`src/rtl/exception_sequencer.sv`:
```
// ---------------------------------------------------------------------------
// exception_sequencer : overflow / user-I/O exception entry and ERET sequencing
// Revision 1.0 : initial release
// ---------------------------------------------------------------------------
`default_nettype none

module exception_sequencer #(
  parameter int                    DATA_WIDTH   = 16,
  parameter logic [DATA_WIDTH-1:0] HANDLER_ADDR = 16'h0100,
  parameter int                    CAUSE_WIDTH  = 2
) (
  input  logic                   clock,
  input  logic                   reset_n,
  input  logic                   overflow,
  input  logic                   user_input,
  input  logic                   interrupts_enabled,
  input  logic [DATA_WIDTH-1:0]  pc_current,
  input  logic                   eret,
  input  logic [DATA_WIDTH-1:0]  epc_in,
  output logic                   cop_write,
  output logic [CAUSE_WIDTH-1:0] cause_out,
  output logic [DATA_WIDTH-1:0]  epc_out,
  output logic                   restore,
  output logic                   pc_redirect,
  output logic [DATA_WIDTH-1:0]  pc_target,
  output logic                   stall,
  output logic                   mode,
  output logic                   io_ack,
  output logic                   fault
);

  localparam logic [CAUSE_WIDTH-1:0] CAUSE_NONE = CAUSE_WIDTH'(0);
  localparam logic [CAUSE_WIDTH-1:0] CAUSE_OVF  = CAUSE_WIDTH'(1);
  localparam logic [CAUSE_WIDTH-1:0] CAUSE_IO   = CAUSE_WIDTH'(2);

  typedef enum logic [2:0] {
    ST_IDLE    = 3'd0,
    ST_SAVE    = 3'd1,
    ST_VECTOR  = 3'd2,
    ST_HANDLER = 3'd3,
    ST_RESTORE = 3'd4
  } state_t;

  state_t                 state_q, state_d;
  logic [CAUSE_WIDTH-1:0] cause_q, cause_d;
  logic [DATA_WIDTH-1:0]  epc_q, epc_d;
  logic                   pending_q, pending_d;
  logic                   fault_q, fault_d;

  always_ff @(posedge clock) begin
    if (!reset_n) begin
      state_q   <= ST_IDLE;
      cause_q   <= CAUSE_NONE;
      epc_q     <= '0;
      pending_q <= 1'b0;
      fault_q   <= 1'b0;
    end else begin
      state_q   <= state_d;
      cause_q   <= cause_d;
      epc_q     <= epc_d;
      pending_q <= pending_d;
      fault_q   <= fault_d;
    end
  end

  // A request still held at the acknowledge edge re-arms pending immediately.
  always_comb begin
    pending_d = pending_q;
    if (user_input && interrupts_enabled)
      pending_d = 1'b1;
    else if (state_q == ST_SAVE && cause_q == CAUSE_IO)
      pending_d = 1'b0;
  end

  always_comb begin
    state_d     = state_q;
    cause_d     = cause_q;
    epc_d       = epc_q;
    fault_d     = fault_q;
    cop_write   = 1'b0;
    cause_out   = CAUSE_NONE;
    epc_out     = '0;
    restore     = 1'b0;
    pc_redirect = 1'b0;
    pc_target   = '0;
    stall       = 1'b0;
    mode        = 1'b0;
    io_ack      = 1'b0;

    case (state_q)
      ST_IDLE: begin
        if (overflow) begin
          cause_d = CAUSE_OVF;
          epc_d   = pc_current;
          state_d = ST_SAVE;
        end else if (pending_q) begin
          cause_d = CAUSE_IO;
          epc_d   = pc_current;
          state_d = ST_SAVE;
        end
      end
      ST_SAVE: begin
        cop_write = 1'b1;
        cause_out = cause_q;
        epc_out   = epc_q;
        stall     = 1'b1;
        io_ack    = (cause_q == CAUSE_IO);
        state_d   = ST_VECTOR;
      end
      ST_VECTOR: begin
        pc_redirect = 1'b1;
        pc_target   = HANDLER_ADDR;
        stall       = 1'b1;
        mode        = 1'b1;
        state_d     = ST_HANDLER;
      end
      ST_HANDLER: begin
        mode = 1'b1;
        if (overflow)
          fault_d = 1'b1;
        if (eret)
          state_d = ST_RESTORE;
      end
      ST_RESTORE: begin
        restore     = 1'b1;
        pc_redirect = 1'b1;
        pc_target   = epc_in;
        stall       = 1'b1;
        mode        = 1'b1;
        state_d     = ST_IDLE;
      end
      default: begin
        state_d = ST_IDLE;
      end
    endcase

    fault = fault_q;
  end

endmodule

`default_nettype wire

```
`config.mk`:
```
export PLATFORM = sky130hd
export DESIGN_NAME = exception_sequencer
export DESIGN_NICKNAME = d
export VERILOG_FILES = /design/src/rtl/exception_sequencer.sv
export SDC_FILE = /design/constraint.sdc
export NUM_CORES = 1
export LEC_CHECK = 0
export ABC_AREA = 1
export BUFFER_PORTS_ARGS = -buffer_cell sky130_fd_sc_hd__buf_2
export CAP_MARGIN = 25
export CORE_MARGIN = 2
export CORE_UTILIZATION = 43
export CTS_BUF_LIST = sky130_fd_sc_hd__clkbuf_2
export DETAILED_ROUTE_END_ITERATION = 8
export GPL_ROUTABILITY_DRIVEN = 0
export PLACE_DENSITY = 0.81
export SLEW_MARGIN = 20
export SYNTH_ARGS = -nofsm -noshare
export SYNTH_HDL_FRONTEND = slang
export SYNTH_SLANG_ARGS = --single-unit
```
`constraint.sdc`:
```
create_clock -name clock -period 1.5 [get_ports clock]
set_clock_uncertainty 0.05 [all_clocks]
set_input_delay 0.075 -clock clock [delete_from_list [all_inputs] [get_ports clock]]
set_output_delay 0.075 -clock clock [all_outputs]
set_load 0.05 [all_outputs]
```
; ---- After elaboration in Yosys (flattened, before gate mapping)
; Index checks and enable logic that the tools add are counted.
[totals]
output_inout_bits = 41
word_cells = 42
regBits = 23
[classes]
n_reduce_logical = 11
n_eq_ne = 7
n_mux = 19
[op_table]
columns = operator, n
row1 = two-way mux 16 bit, 3
row2 = one-hot mux 16 bit (2 select lines), 1
row3 = one-hot mux 3 bit (4 select lines), 1
row4 = two-way mux 3 bit, 3
row5 = two-way mux 1 bit, 8
row6 = == test 3 x 2 -> 1 bit (second input constant), 2
row7 = two-way mux 2 bit, 3
row8 = AND reduction 2 bit, 3
row9 = OR reduction 3 bit, 2
row10 = nonzero test 2 bit, 2
row11 = == test 3 x 1 -> 1 bit (second input constant), 1
row12 = == test 3 bit (second input constant), 1
row13 = logical NOT 3 bit, 1
row14 = inequality test 3 bit (second input constant), 1
row15 = == test 2 bit (second input constant), 1
row16 = logical AND 1 bit, 2
row17 = inequality test 2 bit (second input constant), 1
row18 = OR reduction 2 bit, 1

; ---- Depth between registers and ports, before layout
[logic_depth]
depth_word = 4
depth_mapped = 7
ltp_nobuf = 6

; ---- Worst setup path before layout
; OpenSTA, ideal clock, no wires.
[synth_path]
path_kind = register to output
startpoint = reg state_q[0]
endpoint = out epc_out[10]
path_buffers = 1
path_stages_with_launch = 6
t_arrival_ns = 1.474
slack_ns = -0.099
cell_sequence = dfxtp_1 inv_1 nor2_1 nand2_1 buf_2 nor2_1
[synth_between]
elab_chain_len = 2
[synth_lines]
columns = item, line
row1 = start: declaration, 44  ; state_t state_q, state_d;
row2 = start signal: assignment, 58  ; state_q <= state_d;
row3 = == test 3 x 1 -> 1 bit, 90  ; case (state_q)
row4 = two-way mux 16 bit, 90
row5 = end: declaration, 22  ; output logic [DATA_WIDTH-1:0] epc_out,
; Every way passes these cells.

; ---- Final worst setup path
[layout_path]
startpoint = reg state_q[0]
endpoint = out cause_out[1]
[layout_between]
elab_chain_len = 2
[layout_lines]
columns = item, line
row1 = == test 3 x 1 -> 1 bit, 90
row2 = two-way mux 2 bit, 90
row3 = end: declaration, 21  ; output logic [CAUSE_WIDTH-1:0] cause_out,
; Every way passes these cells.

==> results.yml <==
min_path:
  hold-path-cell-count: 3
  hp-class: "input pin to register"
global_route:
  groute.usage.overall: 0.224
  antenna_found_initial: 0
  grt_max_degree: 35
  overflow: 0
  grt_pass1_wl_um: 5820
  grt_pass1_vias: 1459
cts:
  root_buffer: "clkbuf_2"
  cts_made_buffers: 3
  cts_buffer_depth: 2
  htreeDepth: 1
  clk_pin_slew_ns: 0.25
  numClockSinks: 23
  insertion_delay_ns: 0.35
  cts_tree: "done"
timing:
  worstMarginPinSlew_ns: 0.417
  fin_crit_sh: 1.09
  slew_headroom: 0.722
  drv_slew: 0
  hold_viol: 2
  setup_slack_ns: -0.140
  finalSetupTns_ns: -2.98
  whs_ns: -0.00154
  fmax_ghz: 0.610
  period_minus_slack_ns: 1.64
  rsz0062_at_grt: "yes"
  setup_violations: 35
routing:
  viasPerCell: 5.09
  ant_nets: 0
  first_iter_violations: 110
  via_count: 1755
  routed_wl_um: 5130
  routedWlPerCell_um: 14.9
  firstDrtPassIters: 4
  drc: 0
placed_design:
  dpl_cell_area_um2: 1630
  dp_hpwl_um: 2160
  port_buffers: 78
final_layout:
  multi_input_area_um2: 746
  utilization: 0.884
  layout_commonest_cell: "nor2_1"
  antenna_cells: 0
  syn2layout_area_growth_pct: 97.6
  fin_area_um2: 2400
  n_fill_cell: 133
  nNetsFinal: 353
  drive_above_1_share: 0.439
  seq_area_um2: 469
  final_cell_mix: "nor2_1, nand2_1, inv_1, buf_2, buf_6"
setup_path:
  r2r_cells: 5
  cp_max_fo: 7
  cp.required_ns: 1.37
  worstSetupPathType: "register to primary output"
  crit_path_end_kind: "primary output"
  crit_arrival_ns: 1.52
  critPathLaunchType: "register"
floorplanning:
  initial_core_util: 0.447
  io_pins: 79
  die_x_um: 57.1
  die-area_um2: 3260
  rows: 19
  fp.dieH_um: 57.1
  core-area_um2: 2710
run_status:
  outcome: "complete, but fails checks"
  violations: "negative hold slack, negative setup slack"
logic_synthesis:
  syn_nets: 244
  yosys_warnings: 0
  syn_inst: 206
  netlist_area_um2: 1210
  avgSynthCellArea_um2: 5.89
  synth_cell_type_count: 12
  synth-seq-area-share: 0.380
  ys_seq_elements: 23
pwr:
  power_w: 0.00209
  ir_drop_mv: 0.774
  power.density_nw_per_um2: 874
  leakage_nw: 1.26
job:
  drv_cap: 0
## where the power goes
group          internal [W]  total (W)  switching (W)
Clock             0.0000603   0.000269       0.000208
Combinational      0.000398    0.00110       0.000699
Sequential         0.000694   0.000728      0.0000342
Total               0.00115    0.00209       0.000942
## cells by family after synthesis
group / synth area share
AO/OA/AOI/OAI: 0.0206
buffers and inverters: 0.181
AND/OR/NAND/NOR: 0.419
flip-flops: 0.380
## registers in the layout, indices dropped and copies added (netlist names)
name       flops
state_q        3
pending_q      1
epc_q         16
fault          1
cause_q        2
## timing repair
| item | CTS | global route |
|---|---|---|
| pin swaps | 3 | 3 |
| endpoints found under the setup margin | 40 | 57 |
| hold buffers | 20 | 0 |
| cloned | 0 | 4 |
| buffers inserted | 3 | 2 |
| hold endpoints to repair | 22 | 0 |
| resized for setup | 81 | 65 |
## synthesized netlist by cell type
cell / instances / area (um^2)
a21oi_1: 5 / 25.0
buf_2: 4 / 20.0
buf_4: 2 / 15.0
buf_6: 2 / 22.5
dfxtp_1: 23 / 460
inv_1: 43 / 161
nand2_1: 45 / 169
nand3_1: 4 / 20.0
nand3_4: 1 / 17.5
nand4_1: 2 / 12.5
nor2_1: 74 / 278
nor2_4: 1 / 11.3
## final timing paths
| path | start | end | slack [ns] |
|---|---|---|---|
| setup / recovery | state_q[0]$_SDFFE_PN0P_ | cause_out[1] | -0.14 |
| hold / removal | reset_n | epc_q[13]$_SDFFE_PN0P_ | -0.002 |
| setup reg to reg | state_q[1]$_SDFFE_PN0P_ | epc_q[9]$_SDFFE_PN0P_ | 0 |
| hold reg to reg | pending_q$_SDFFE_PN0P_ | pending_q$_SDFFE_PN0P_ | 0.45 |
## final cells by class
class | instances | share of cell area
inverters | 43 | 0.0674
well taps | 31 | 0.0162
flip-flops and latches | 23 | 0.196
multi-input cells | 135 | 0.311
clock buffers | 3 | 0.00627
repair buffers | 109 | 0.401
clock inverters | 1 | 0.00209
## through the flow
stage          cells  worst slack (ns)
2_1_floorplan    206           -0.0994
4_1_cts          339           -0.0729
3_5_place_dp     312             0.107
6_report         345            -0.140
5_1_grt          345            -0.197
3_3_place_gp     312             0.121
## layer usage
metal  global-route usage  vias up  wire length (um)
met4               0.0930        0               274
met3               0.0522       31               448
li1                     -      808                 -
met2                0.437      127              2630
met1                0.225      789              1780
met5                    0        -                 0
## critical path, cell delays in order, from the launching register on
cell and delay, ns:
dfxtp_2 0.41, inv_2 0.05, nor2_4 0.14, nand2_4 0.11
buf_8 0.17, nor2_2 0.11, buf_6 0.17
Note: power is estimated with default switching activity, not from simulation.
